===== config.mk =====
export PLATFORM = sky130hd
export DESIGN_NAME = tictactoe_board_ctrl_flat
export DESIGN_NICKNAME = d
export VERILOG_FILES = /design/src/rtl/tictactoe_board_ctrl_if.sv /design/src/rtl/tictactoe_board_ctrl.sv /design/src/flat_wrapper.sv
export SDC_FILE = /design/constraint.sdc
export NUM_CORES = 1
export LEC_CHECK = 0
export CAP_MARGIN = 20
export CORE_ASPECT_RATIO = 1.1
export CORE_MARGIN = 3
export CORE_UTILIZATION = 30
export DETAILED_ROUTE_END_ITERATION = 7
export HOLD_SLACK_MARGIN = 0.06
export REMOVE_ABC_BUFFERS = 1
export SETUP_SLACK_MARGIN = 0.4
export SYNTH_ARGS = -nofsm -noshare
export SYNTH_HDL_FRONTEND = slang
export SYNTH_SLANG_ARGS = --single-unit

===== constraint.sdc =====
create_clock -name clk -period 4.3 [get_ports clk]
set_clock_uncertainty 0.15 [all_clocks]
set_input_delay 0.86 -clock clk [delete_from_list [all_inputs] [get_ports clk]]
set_output_delay 0.86 -clock clk [all_outputs]
set_load 0.05 [all_outputs]

===== src/rtl/tictactoe_board_ctrl_if.sv =====
// Press/board bus between the input collector, the board controller and the display stage.
interface tictactoe_board_ctrl_if;
    logic [18:1] press;
    logic        new_game;
    logic [18:1] board;
    logic [1:0]  turn;
    logic [1:0]  winner;
    logic [8:0]  win_line;
    logic        draw;
    logic        illegal;
    logic [3:0]  move_cnt;

    modport master (
        output press, new_game,
        input  board, turn, winner, win_line, draw, illegal, move_cnt
    );

    modport slave (
        input  press, new_game,
        output board, turn, winner, win_line, draw, illegal, move_cnt
    );
endinterface


===== src/rtl/tictactoe_board_ctrl.sv =====
// Tic-tac-toe board controller: synchronises raw presses, enforces turns, holds the board, detects win/draw.
//  state   | meaning
//  S_PLAY  | waiting for a press from the player to move
//  S_CHECK | one cycle evaluating lines for the player who just moved
//  S_WIN   | game won, board frozen until new_game
//  S_DRAW  | board full without a line, frozen until new_game
module tictactoe_board_ctrl #(
    parameter int SYNC_STAGES  = 2,
    parameter int FIRST_PLAYER = 1
) (
    input  logic                  clk,
    input  logic                  rst_n,
    tictactoe_board_ctrl_if.slave bus
);

    localparam logic [1:0] FP_CODE = (FIRST_PLAYER == 2) ? 2'b10 : 2'b01;
    localparam logic [8:0] LINE_MASK [8] = '{9'h007, 9'h038, 9'h1C0,
                                             9'h049, 9'h092, 9'h124,
                                             9'h111, 9'h054};

    typedef enum logic [1:0] {S_PLAY, S_CHECK, S_WIN, S_DRAW} state_t;

    state_t r_state;
    state_t w_next;

    logic [SYNC_STAGES-1:0][18:0] r_sync;
    logic [18:0]                  r_prev;
    logic [18:0]                  w_raw;
    logic [18:0]                  w_rise;
    logic [18:1]                  w_press_rise;
    logic                         w_ng_rise;

    logic [9:1][1:0] r_board;
    logic [1:0]      r_turn;
    logic [1:0]      r_winner;
    logic [8:0]      r_win_line;
    logic            r_illegal;
    logic [3:0]      r_move_cnt;

    logic [3:0] w_sel_cell;
    logic       w_sel_p2;
    logic       w_sel_occ;
    logic       w_multi;
    logic       w_valid;
    logic       w_accept;
    logic       w_reject;
    logic [8:0] w_mine;
    logic [8:0] w_win_mask;
    logic       w_hit;

    // new_game rides in bit 0 so one synchroniser chain serves all 19 inputs
    assign w_raw        = {bus.press, bus.new_game};
    assign w_rise       = r_sync[SYNC_STAGES-1] & ~r_prev;
    assign w_press_rise = w_rise[18:1];
    assign w_ng_rise    = w_rise[0];

    always_ff @(posedge clk or negedge rst_n) begin
        if (!rst_n) begin
            r_sync <= '0;
            r_prev <= '0;
        end else begin
            r_sync <= {r_sync[SYNC_STAGES-2:0], w_raw};
            r_prev <= r_sync[SYNC_STAGES-1];
        end
    end

    always_comb begin
        w_sel_cell = 4'd0;
        w_sel_p2   = 1'b0;
        w_sel_occ  = 1'b0;
        for (int k = 1; k <= 18; k++) begin
            if (w_press_rise[k]) begin
                w_sel_cell = 4'((k + 1) / 2);
                w_sel_p2   = ((k % 2) == 0);
                w_sel_occ  = (r_board[4'((k + 1) / 2)] != 2'b00);
            end
        end
    end

    assign w_multi  = |(w_press_rise & (w_press_rise - 18'd1));
    assign w_valid  = (|w_press_rise) && !w_multi && !w_sel_occ &&
                      (w_sel_p2 ? (r_turn == 2'b10) : (r_turn == 2'b01));
    assign w_accept = (r_state == S_PLAY) && !w_ng_rise && w_valid;
    assign w_reject = (r_state == S_PLAY) && !w_ng_rise && (|w_press_rise) && !w_valid;

    // Player codes on the board coincide with the one-hot turn encoding
    always_comb begin
        w_mine     = '0;
        w_win_mask = '0;
        for (int c = 0; c < 9; c++) begin
            w_mine[c] = (r_board[4'(c + 1)] == r_turn);
        end
        for (int l = 0; l < 8; l++) begin
            if ((w_mine & LINE_MASK[l]) == LINE_MASK[l]) begin
                w_win_mask = w_win_mask | LINE_MASK[l];
            end
        end
    end

    assign w_hit = |w_win_mask;

    always_ff @(posedge clk or negedge rst_n) begin
        if (!rst_n) begin
            r_state <= S_PLAY;
        end else begin
            r_state <= w_next;
        end
    end

    always_comb begin
        w_next = r_state;
        if (w_ng_rise) begin
            w_next = S_PLAY;
        end else begin
            case (r_state)
                S_PLAY:  if (w_accept) w_next = S_CHECK;
                S_CHECK: begin
                    if (w_hit)                     w_next = S_WIN;
                    else if (r_move_cnt == 4'd9)   w_next = S_DRAW;
                    else                           w_next = S_PLAY;
                end
                S_WIN:   w_next = S_WIN;
                S_DRAW:  w_next = S_DRAW;
                default: w_next = S_PLAY;
            endcase
        end
    end

    always_ff @(posedge clk or negedge rst_n) begin
        if (!rst_n) begin
            r_board    <= '0;
            r_turn     <= FP_CODE;
            r_winner   <= 2'b00;
            r_win_line <= '0;
            r_illegal  <= 1'b0;
            r_move_cnt <= 4'd0;
        end else begin
            r_illegal <= w_reject;
            if (w_ng_rise) begin
                r_board    <= '0;
                r_turn     <= FP_CODE;
                r_winner   <= 2'b00;
                r_win_line <= '0;
                r_move_cnt <= 4'd0;
            end else begin
                case (r_state)
                    S_PLAY: begin
                        if (w_accept) begin
                            r_board[w_sel_cell] <= w_sel_p2 ? 2'b10 : 2'b01;
                            r_move_cnt          <= r_move_cnt + 4'd1;
                        end
                    end
                    S_CHECK: begin
                        if (w_hit) begin
                            r_winner   <= r_turn;
                            r_win_line <= w_win_mask;
                        end else if (r_move_cnt != 4'd9) begin
                            r_turn <= ~r_turn;
                        end
                    end
                    default: ;
                endcase
            end
        end
    end

    always_comb begin
        bus.turn = 2'b00;
        bus.draw = 1'b0;
        case (r_state)
            S_PLAY, S_CHECK: bus.turn = r_turn;
            S_DRAW:          bus.draw = 1'b1;
            default:         ;
        endcase
    end

    assign bus.board    = r_board;
    assign bus.winner   = r_winner;
    assign bus.win_line = r_win_line;
    assign bus.illegal  = r_illegal;
    assign bus.move_cnt = r_move_cnt;

endmodule


===== src/flat_wrapper.sv =====
// flat-port wrapper written by rule: the top's interface ports become plain ports
module tictactoe_board_ctrl_flat 
#(
    parameter int SYNC_STAGES  = 2,
    parameter int FIRST_PLAYER = 1
)
  (clk, rst_n, bus_press, bus_new_game, bus_board, bus_turn, bus_winner, bus_win_line, bus_draw, bus_illegal, bus_move_cnt);
  tictactoe_board_ctrl_if bus_i ();
  input  logic clk;
  input  logic rst_n;
  input wire logic [$bits(bus_i.press)-1:0] bus_press;
  input wire logic [$bits(bus_i.new_game)-1:0] bus_new_game;
  output wire logic [$bits(bus_i.board)-1:0] bus_board;
  output wire logic [$bits(bus_i.turn)-1:0] bus_turn;
  output wire logic [$bits(bus_i.winner)-1:0] bus_winner;
  output wire logic [$bits(bus_i.win_line)-1:0] bus_win_line;
  output wire logic [$bits(bus_i.draw)-1:0] bus_draw;
  output wire logic [$bits(bus_i.illegal)-1:0] bus_illegal;
  output wire logic [$bits(bus_i.move_cnt)-1:0] bus_move_cnt;
  assign bus_i.press = bus_press;
  assign bus_i.new_game = bus_new_game;
  assign bus_board = bus_i.board;
  assign bus_turn = bus_i.turn;
  assign bus_winner = bus_i.winner;
  assign bus_win_line = bus_i.win_line;
  assign bus_draw = bus_i.draw;
  assign bus_illegal = bus_i.illegal;
  assign bus_move_cnt = bus_i.move_cnt;
  tictactoe_board_ctrl #(.SYNC_STAGES(SYNC_STAGES), .FIRST_PLAYER(FIRST_PLAYER)) u_core (.clk(clk), .rst_n(rst_n), .bus(bus_i));
endmodule

==> results of run 1 <==
-- metrics by stage --
stage,util,power (mW),instance area (µm²)
6_report,0.3903,1.987,5406
5_1_grt,0.3903,2.073,5406
4_1_cts,0.3875,2.010,5368
3_5_place_dp,0.3637,1.136,5037
3_3_place_gp,0.3637,1.134,5037
2_1_floorplan,-,1.060,4219
-- layout make-up --
class / instances / area [µm²] / share of cell area
flip-flops and latches: 95 / 2379 / 0.4399
multi-input cells: 273 / 1822 / 0.3370
repair buffers: 60 / 614.3 / 0.1136
clock buffers: 10 / 239.0 / 0.04420
well taps: 188 / 235.2 / 0.04351
clock inverters: 6 / 91.34 / 0.01689
inverters: 7 / 26.28 / 0.004860
-- synthesized netlist by cell type (7+ instances only) --
library cell and count:
or3_1 11, o21ai_0 10, nand3_1 13, xor2_1 8, inv_1 7, nand2_1 36
nand4_1 9, nor2_1 31, nand2b_1 16, dfrtp_1 94, a211oi_1 11, nor2b_1 10
o31ai_1 10, a21oi_1 15
-- path summary, 6_finish.rpt --
check / start / to / slack [ns] / cells past startpoint
worst max-delay path: u_core.r_turn[1] / bus_turn[1] / 1.02 / 3
worst min-delay path: u_core.r_sync[0] / u_core.r_sync[19] / 0.19 / 0
worst max register to register: u_core.r_sync[23] / u_core.bus.move_cnt[0] / 1.44 / 7
worst min register to register: u_core.r_sync[0] / u_core.r_sync[19] / 0.19 / 0
max in group asynchronous: rst_n / u_core.r_sync[36] / 2.91 / 3
min in group asynchronous: rst_n / u_core.bus.win_line[1] / 0.24 / 1
-- logic make-up (layout without fill, tap and decap cells) --
family / after synthesis / count (layout)
muxes: 7 / 7
buffers and inverters: 18 / 83
xor gates and xnor gates: 14 / 14
and+or+nand+nor: 162 / 162
DFF: 95 / 95
AOI/OAI and AO/OA: 85 / 85
adders and majority gates: 5 / 5
-- registers in the layout, summed over array words and instances, names as in the netlist --
signal and flops:
u_core.bus.board 18, u_core.bus.illegal 1, u_core.bus.move_cnt 4, u_core.bus.win_line 9, u_core.bus.winner 2, u_core.r_prev 19, u_core.r_state 2, u_core.r_sync 38
u_core.r_turn 2
-- layer usage --
| layer | track usage | wire length (µm) | up-vias |
|---|---|---|---|
| li1 | - | - | 1542 |
| met1 | 0.1721 | 4488 | 1517 |
| met2 | 0.2158 | 4838 | 95 |
| met3 | 0.02884 | 517 | 19 |
| met4 | 0.06811 | 318 | 0 |
| met5 | 0 | 0 | - |
-- power groups by stage --
stage / Combinational [mW] / Sequential [mW] / Clock [mW]
6_report: 0.184 / 0.938 / 0.865
5_1_grt: 0.203 / 0.941 / 0.928
4_1_cts: 0.181 / 0.938 / 0.890
3_5_place_dp: 0.181 / 0.955 / 0
3_3_place_gp: 0.181 / 0.954 / 0
2_1_floorplan: 0.101 / 0.959 / 0
==> key figures, run 1 <==
Die
  • Rows: 45
  • Width of the die: 119.7 µm
  • Core area: approximately 14,000 µm²
  • Die H: 131.1 µm
  • # IOs: 58
  • Die ar.: approximately 16,000 µm²
  • Initial Util: 0.3082

Clock network
  • Clk root buf: clkbuf_16
  • Inserted Clock Buffers: 9
  • Latest clock arrival within the worst-skew pair: between 0.3 and 0.4 ns
  • CTS sink cnt: 95
  • H-tree levels: 3
  • Hold buffers post-CTS: 0
  • TritonCTS clock tree: built
  • Clock-pin slew on the worst setup and hold paths: roughly 0.06 ns
  • Maximum buffer depth of the clock tree: 2
  • Resized Gates After CTS: 0
  • Post-CTS Setup Repair Bufs: 0

Final layout
  • Layout area overhead: 26.64%
  • Ant diodes: 0
  • Final net count: ~470
  • Post-Layout Cell Count: around 640
  • Layout cells sized above 1: 0.08647
  • Leading cell type in the layout, fill and taps excluded: dfrtp_1
  • Fill count: ~1,400
  • Most frequent cells in the layout: dfrtp_1, clkdlybuf4s50_1, nand2_1

Timing
  • Fmax: around 0.3 GHz
  • Final period util: 0.7618
  • RSZ-0062 raised after global routing: false
  • Worst-Margin Slew: ~0.99 ns
  • Max Transition Viols Final: 0
  • Tmin final: ~3.3 ns
  • Setup_tns: 0 ns
  • Worst setup margin: 1.024 ns
  • Final hold slack: 0.1924 ns
  • Setup violations, final: 0
  • Endpoints failing hold: 0
  • Relative max-transition margin: 0.3361

Place
  • Worst slack at placement: ~1.2 ns
  • Post-Place Cells: between 600 and 700
  • HPWL after detailed placement: 7.600 mm
  • Port Buf Inserts: 57
  • Final GP Congestion: ~0.9

GRT
  • First-pass GRT wire length: 16.75 mm
  • Total GRT Usage: 0.1348
  • Initial antenna violation count: 0
  • Largest net degree at the start of global routing: 81
  • Vias in the first global route: ~3,100
  • Global route overflow: 0

Synthesis
  • Xor/xnor share of the synthesized area: 0.02872
  • Post-synthesis mux area share: 0.01671
  • Main combinational cell family by area after synthesis: simple AND/OR/NAND/NOR gates
  • Post-synth ARST share: 1.000
  • Simple-gate area share of the yosys netlist: 0.2148
  • Post-Syn Area: between 4000 and 5000 µm²
  • Mapped Cells: ~390
  • Post-synth top area share: 0.5510
  • Synth area leaders: dfrtp_1, nand2_1, nor2_1, nand2b_1, a211oi_1
  • Most common flop cell mapped by yosys: dfrtp_1
  • Number of synthesized register bits: 95
  • Post-synth top area cell: dfrtp_1
  • YS warnings: 0
  • Compound-Gate Fraction of Synth Area: 0.1518
  • Adder-Cell Fraction of Synth Area: 0.01290
  • Sequential area share after synthesis: 0.5572
  • Post-synth cell types: 64
  • EDFF count, synth: 0
  • Synthesized area per cell: 11.06 µm²

Detailed routing
  • Drt pass-1 iters: 4
  • Via density: approximately 5.0
  • DR DRC count: 0
  • Detailed Route Iter0 Violations: around 190
  • Average wire per standard cell: around 16 µm
  • Total wire length: 10.16 mm
  • Vias: about 3,200
  • Post-route ant nets: 0

Pwr
  • PwrDens: ~370 nW/µm²
  • Cell leakage power: 2.220 nW
  • Part of the power in registers: 0.472
  • P_sw: roughly 0.47 mW
  • Combinational Power Share: 0.093
  • Sw Ratio: 0.2354
  • Worst vdd ir: between 0.0002 and 0.00025 V
  • Clk network pwr share: 0.435
  • Pint: 1.519 mW

Critical path
  • Startpoint Class: register
  • Critical path class: reg2out
  • CP top delay family: buffers and inverters
  • CP arrival: roughly 2.3 ns
  • WP buf/inv: 2
  • Critical-path top delay cell: clkdlybuf4s50_1
  • CP max FO: 15
  • Cell Chain, Critical Path: inv_1 > nor2_1 > clkdlybuf4s50_1
  • Setup crit end kind: primary output
  • CP max stage delay: 0.83 ns
  • Crit path required time: between 3 and 4 ns

Min path
  • Class of the most critical hold timing path: reg2reg

Status
  • Outcome: finished, final reports clean

Run
  • Max cap viols: 0
No activity file was read; power rests on OpenSTA's default activity.
==> run 2, diff against run 1 <==
- clock period: 4.3 -> 2.65 ns (I/O delays scaled with it)
==> run 2 against run 1 <==
Effect of this change: highest routed layer unchanged; sequential power increased by 62%; critical endpoint is now u_core.r_turn[1]; via count increased by 15%; final cell count increased by 16%; non-clock buffer count increased by 103; global-route usage increased by 2.4 points; critical path type is now reg2reg.
==> key figures, run 2 (synthesized netlist as in run 1, its figures left out) <==
Detailed routing
  • Detailed Route Iter0 Violations: 140 (-25%)
  • Average wire per standard cell: 16.45 µm (+3.4%)
  • Drt pass-1 iters: 6 (+2)
  • Post-route ant nets: 0 (unchanged)
  • DR DRC count: 0 (unchanged)
  • Vias: 3,664 (+15%)
  • Via density: 4.945 (-0.42%)
  • Total wire length: 12.19 mm (+20%)

Timing
  • Setup violations, final: 0 (unchanged)
  • Max Transition Viols Final: 0 (unchanged)
  • Setup_tns: 0 ns (unchanged)
  • Relative max-transition margin: 0.6363 (+0.3002)
  • Final period util: 0.9555
  • Tmin final: 2.532 ns
  • Fmax: a little under 0.4 GHz
  • Worst-Margin Slew: 0.5455 ns (-0.4458 ns)
  • Endpoints failing hold: 0 (unchanged)
  • RSZ-0062 raised after global routing: true

Pwr
  • Total power: 3.313 mW (+67%)
  • Clk network pwr share: 0.386 (-0.049)
  • Cell leakage power: 2.960 nW (+33%)
  • PwrDens: 496.3 nW/µm² (+35%)
  • Part of the power in registers: 0.460 (-0.012)
  • Combinational Power Share: 0.154 (+0.061)
  • Worst vdd ir: 0.0004707 V (+110%)
  • P_sw: 0.8433 mW (+80%)
  • Pint: 2.469 mW (+63%)
  • Sw Ratio: 0.2546 (+0.01916)

GRT
  • Vias in the first global route: 3,785 (+22%)
  • Total GRT Usage: 0.1593 (+0.02447)
  • Initial antenna violation count: 0 (unchanged)
  • First-pass GRT wire length: 19.87 mm (+19%)
  • Met1 Use GR: 0.1987 (+0.02660)
  • Met3 Use GR: 0.03616 (+0.007318)
  • Global route overflow: 0 (unchanged)
  • Largest net degree at the start of global routing: 58 (-28%)
  • Met2 Track Usage GR: 0.2657 (+0.04994)
  • Busiest grt layer: met2

Clock network
  • Inserted Clock Buffers: 9 (unchanged)
  • Clock-pin slew on the worst setup and hold paths: 0.07 ns (about the same)
  • CTS sink cnt: 95 (unchanged)
  • Maximum buffer depth of the clock tree: 2 (unchanged)
  • Clk root buf: clkbuf_16
  • H-tree levels: 3 (unchanged)
  • TritonCTS clock tree: built
  • Latest clock arrival within the worst-skew pair: 0.35 ns (about the same)

Critical path
  • CP max FO: 10 (-5)
  • Startpoint Class: register
  • Crit path required time: 2.72 ns (-0.57 ns)
  • Critical path class: reg2reg
  • Setup crit end kind: register
  • CP arrival: 2.60 ns (+0.33 ns)

Die
  • Initial Util: 0.3082 (unchanged)
  • Rows: 45 (unchanged)
  • Core area: 13,850 µm² (unchanged)
  • Width of the die: 119.7 µm (unchanged)
  • # IOs: 58 (unchanged)
  • Die ar.: 15,700 µm² (unchanged)
  • Die H: 131.1 µm (unchanged)

Final layout
  • Ant diodes: 0 (unchanged)
  • Leading cell type in the layout, fill and taps excluded: dfrtp_1
  • Finished Cell Area: 6675 µm² (+23%)
  • Max reg flops: 38 (unchanged)
  • Layout area overhead: 56.36%
  • Post-Layout Cell Count: 741 (+16%)
  • Most frequent cells in the layout: dfrtp_1, buf_4, clkdlybuf4s50_1
  • Fill count: 1,311 (-4.2%)
  • Final net count: 572 (+22%)
  • Reg with most FFs: u_core.r_sync
  • Layout cells sized above 1: 0.3906 (+0.3041)

Place
  • Placed Area: 5543 µm² (+10%)
  • Port Buf Inserts: 57 (unchanged)
  • Post-Place Cells: 686 (+10%)
  • Final GP Congestion: 0.9111 (+2.5%)
  • HPWL after detailed placement: 8.672 mm (+14%)

Run
  • Max cap viols: 0 (unchanged)

Status
  • Outcome: finished, final reports clean

Min path
  • Class of the most critical hold timing path: reg2reg
## run 2: cell count changes in the layout (fill, tap and decap cells not counted), sizes merged
cell           before  now
inv                 9    8
dlygate4sd3         0    1
bufinv              2    1
clkinvlp            0    3
dlymetal6s2s        0    2
buf                 4  108
clkdlybuf4s15       0    1
clkbuf             10    9
dlygate4sd2         0   17
clkinv              2    1
clkdlybuf4s50      56   34
## run 2: power by group through the flow
stage / logic, mW / clock network (mW) / registers, mW
5_1_grt: 0.549 / 1.39 / 1.53
2_1_floorplan: 0.163 / 0 / 1.56
6_report: 0.511 / 1.28 / 1.52
4_1_cts: 0.461 / 1.33 / 1.52
3_5_place_dp: 0.374 / 0 / 1.55
3_3_place_gp: 0.372 / 0 / 1.55
## run 2: worst paths after layout
kind                            cells after the start                   end        startpoint  slack (ns)
worst min register to register                      0     u_core.r_sync[25]  u_core.r_sync[6]        0.20
min in group asynchronous                           2  u_core.bus.winner[0]             rst_n        0.57
max in group asynchronous                           3     u_core.r_prev[16]             rst_n        1.09
worst max register to register                      8      u_core.r_turn[1]  u_core.r_turn[0]        0.12
worst min-delay path                                0     u_core.r_sync[25]  u_core.r_sync[6]        0.20
worst max-delay path                                8      u_core.r_turn[1]  u_core.r_turn[0]        0.12
## run 2: worst max-delay path, cell delays in order (launching register included)
cell and delay, ns:
dfstp_4 0.69, xor2_1 0.18, nor2_2 0.10, o41a_1 0.48, buf_4 0.16, nor4bb_4 0.31
nand2_2 0.11, xnor2_1 0.15, nor2_1 0.06
## run 2: metal layers
| layer | share of wire | wire, µm |
|---|---|---|
| met4 | 0.024 | 290 |
| met5 | 0 | 0 |
| met1 | 0.43 | 5234 |
| met2 | 0.52 | 6299 |
| met3 | 0.030 | 366 |
## run 2: per-stage QoR
| step | util | setup WS, ns | hold slack, ns |
|---|---|---|---|
| finish | 0.4819 | 0.1180 | 0.1966 |
| global route | 0.4819 | 0.01384 | 0.2041 |
| CTS | 0.4587 | 0.1363 | 0.1992 |
| detailed placement | 0.4002 | -0.1392 | 0.1847 |
| global placement | 0.4002 | -0.1246 | 0.1820 |
| floorplan | - | -0.7751 | 0.08441 |
## run 2: layout make-up
| cell class | instances | area, µm² | share of cell area |
|---|---|---|---|
| sequential | 95 | 2386 | 0.3575 |
| multi-input combinational | 273 | 2291 | 0.3432 |
| timing repair buffer | 163 | 1441 | 0.2159 |
| tap | 188 | 235.2 | 0.03524 |
| clock buffer | 9 | 225.2 | 0.03374 |
| clock inverter | 6 | 70.07 | 0.01050 |
| inverter | 7 | 26.28 | 0.003936 |
## run 2: timing repair
| item | 4_1_cts | 5_1_grt |
|---|---|---|
| resized for setup | 105 | 41 |
| hold buffers | 1 | 0 |
| endpoints found under the setup margin | 58 | 43 |
| pin swaps | 36 | 20 |
| setup buffers | 21 | 18 |
| hold endpoints to repair | 37 | 0 |
==> run 3, diff against run 2 <==
- ABC_AREA: not set -> 1
- SKIP_LAST_GASP: not set -> 1
==> run 3 against run 2 <==
Effect of this change: die area down 0.67%; clock-buffer cell count unchanged; total power up 14%; clock power up 11%; critical path type unchanged.
==> key figures, run 3 <==
Timing
  • Fmax: 0.4090 GHz (+3.6%)
  • Final hold slack: 0.1981 ns (+0.001582 ns)
  • Worst-Margin Slew: 0.6673 ns (+0.1219 ns)
  • Max Transition Viols Final: 0 (unchanged)
  • Tmin final: 2.445 ns (-0.08695 ns)
  • Final period util: 0.9227 (-0.03281)
  • Worst setup margin: 0.2049 ns (+0.08695 ns)
  • Setup_tns: 0 ns (unchanged)
  • Endpoints failing hold: 0 (unchanged)
  • Relative max-transition margin: 0.5535 (-0.08288)
  • RSZ-0062 raised after global routing: true
  • Setup violations, final: 0 (unchanged)

Clock network
  • TritonCTS clock tree: built
  • Latest clock arrival within the worst-skew pair: 0.35 ns (about the same)
  • Maximum buffer depth of the clock tree: 2 (unchanged)
  • Inserted Clock Buffers: 9 (unchanged)
  • H-tree levels: 3 (unchanged)
  • Clk root buf: clkbuf_16
  • CTS sink cnt: 95 (unchanged)
  • Clock-pin slew on the worst setup and hold paths: 0.07 ns (about the same)

Critical path
  • Worst reg2reg setup slack: 0.20 ns (+0.09 ns)
  • Launching point of the worst reg2reg path: u_core.r_sync[22]
  • Reg2reg end: u_core.bus.board[1]
  • Startpoint Class: register
  • R2R depth: 14 (+6)
  • CP arrival: 2.58 ns (-0.02 ns)
  • Crit path to: u_core.bus.board[1]
  • Setup crit end kind: register
  • CP max FO: 5 (-5)
  • CP startpoint: u_core.r_sync[22]
  • Crit path required time: 2.79 ns (+0.07 ns)
  • Critical path class: reg2reg

Detailed routing
  • Max Used Layer: met4
  • Total wire length: 10.86 mm (-11%)
  • Via density: 4.678 (-5.4%)
  • Vias: 3,597 (-1.8%)
  • Post-route ant nets: 0 (unchanged)
  • WL met2: 5.388 mm (-14%)
  • Routed met3 length: 628 µm (+72%)
  • DR DRC count: 0 (unchanged)
  • Drt pass-1 iters: 6 (unchanged)
  • Detailed Route Iter0 Violations: 193 (+38%)
  • Average wire per standard cell: 14.12 µm (-14%)
  • Met1 wire length: 4.467 mm (-15%)

Final layout
  • Most frequent cells in the layout: dfrtp_1, nand2_1, inv_1
  • Leading cell type in the layout, fill and taps excluded: dfrtp_1
  • Final net count: 603 (+5.4%)
  • Layout area overhead: 43.30%
  • Post-Layout Cell Count: 769 (+3.8%)
  • Util after Layout: 0.4504 (-0.03156)
  • Layout cells sized above 1: 0.2974 (-0.09316)
  • Finished Cell Area: 6075 µm² (-9.0%)
  • Max reg flops: 38 (unchanged)
  • Ant diodes: 0 (unchanged)
  • Reg with most FFs: u_core.r_sync

Status
  • Outcome: finished, final reports clean

GRT
  • Global route overflow: 0 (unchanged)
  • Initial antenna violation count: 0 (unchanged)
  • First-pass GRT wire length: 17.67 mm (-11%)
  • Largest net degree at the start of global routing: 60 (+3.4%)
  • Total GRT Usage: 0.1404 (-0.01896)
  • Vias in the first global route: 3,749 (-0.95%)

Synthesis
  • YS warnings: 0 (unchanged)
  • Top-count cell post-synth: dfrtp_1
  • Post-synth ARST share: 1.000 (unchanged)
  • Post-synth cell types: 41 (-36%)
  • Post-synth top area cell: dfrtp_1
  • Sequential area share after synthesis: 0.5611 (+0.003947)
  • Synth area leaders: dfrtp_1, nand2_1, nand3_1, inv_1, nor2_1
  • Synth cell count leaders: dfrtp_1, nand2_1, inv_1, nand3_1, nor2_1
  • Post-Syn Area: 4239 µm² (-0.70%)
  • Most common flop cell mapped by yosys: dfrtp_1
  • Synthesized area per cell: 9.058 µm² (-18%)
  • Number of synthesized register bits: 95 (unchanged)
  • Mapped Cells: 468 (+21%)
  • Post-synth top area share: 0.5549 (+0.003903)
  • EDFF count, synth: 0 (unchanged)

Pwr
  • Total power: 3.784 mW (+14%)
  • Worst vdd ir: 0.0003779 V (-20%)
  • Cell leakage power: 3.049 nW (+3.0%)
  • PwrDens: 623.0 nW/µm² (+26%)

Die
  • Rows: 44 (-2.2%)
  • Core area: 13,490 µm² (-2.6%)
  • Initial Util: 0.3143 (+0.006065)
  • # IOs: 58 (unchanged)
  • Width of the die: 119.3 µm (-0.33%)
  • Die H: 130.7 µm (-0.34%)
  • Die ar.: 15,590 µm² (-0.67%)

Place
  • Final GP Congestion: 0.8313 (-8.8%)
  • Port Buf Inserts: 57 (unchanged)
  • Worst slack at placement: 0.009209 ns (+0.1484 ns)
  • Post-Place Cells: 708 (+3.2%)
  • HPWL after detailed placement: 7.150 mm (-18%)
  • Placed Area: 5059 µm² (-8.7%)

Run
  • Max cap viols: 0 (unchanged)

Min path
  • Class of the most critical hold timing path: reg2reg
==> run 3: metal layers <==
| layer | GRT usage | vias to the layer above |
|---|---|---|
| met4 | 0.07210 | 0 |
| met5 | 0 | - |
| met1 | 0.1594 | 1708 |
| li1 | - | 1739 |
| met2 | 0.2498 | 115 |
| met3 | 0.03186 | 35 |
==> run 3: where the power goes <==
group	switching, mW	leakage [nW]	internal [mW]
Clock	0.577	0.162	0.840
Combinational	0.484	1.70	0.326
Sequential	0.0437	1.19	1.51
Total	1.11	3.05	2.68
==> run 3: how the worst min path moves through the flow <==
stage,start,endpoint,slack (ns),cells past startpoint
global route,u_core.r_sync[5],u_core.r_sync[24],0.20,0
global placement,u_core.r_sync[12],u_core.r_sync[31],0.18,0
CTS,u_core.r_sync[4],u_core.r_sync[23],0.20,0
floorplan,rst_n,u_core.bus.board[10],0.08,0
finish,u_core.r_sync[4],u_core.r_sync[23],0.20,0
detailed placement,u_core.r_sync[4],u_core.r_sync[23],0.18,0
==> run 3: critical path, cell delays in order, from the launching register on <==
cell	delay [ns]
dfrtp_1	0.39
nand2_2	0.11
nand2_4	0.07
nor2_4	0.13
nand2_4	0.08
nor2_4	0.12
buf_4	0.12
a31oi_1	0.08
a211oi_2	0.20
nand3_1	0.14
nor2_4	0.20
nand3_4	0.24
inv_2	0.19
nand3_1	0.08
nand2_1	0.08
==> run 3: area by class of cell <==
| type | count | area [µm²] |
|---|---|---|
| clock buffers | 9 | 225.2 |
| clock inverters | 7 | 102.6 |
| fillers | 1290 | 7413 |
| inverters | 66 | 264.0 |
| multi-input cells | 298 | 1916 |
| flip-flops and latches | 95 | 2380 |
| well taps | 184 | 230.2 |
| repair buffers | 106 | 929.6 |
| repair inverters | 4 | 27.53 |
==> run 3: kinds of logic (layout without fill, tap and decap cells) <==
group / after synthesis / count (layout) / synth area share
AO/OA/AOI/OAI: 40 / 41 / 0.06287
AND/OR/NAND/NOR: 244 / 245 / 0.2760
XOR/XNOR: 10 / 10 / 0.02066
buffers and inverters: 77 / 192 / 0.07349
flip-flops: 95 / 95 / 0.5611
adder cells (fa/ha/maj): 2 / 2 / 0.005902
==> run 3: what timing repair did <==
action	in CTS	in global routing
hold buffers	1	0
gates resized for setup	75	39
hold endpoints to repair	35	0
setup buffers	23	15
pin swaps	27	27
gates cloned	5	1
setup endpoints to repair	56	38
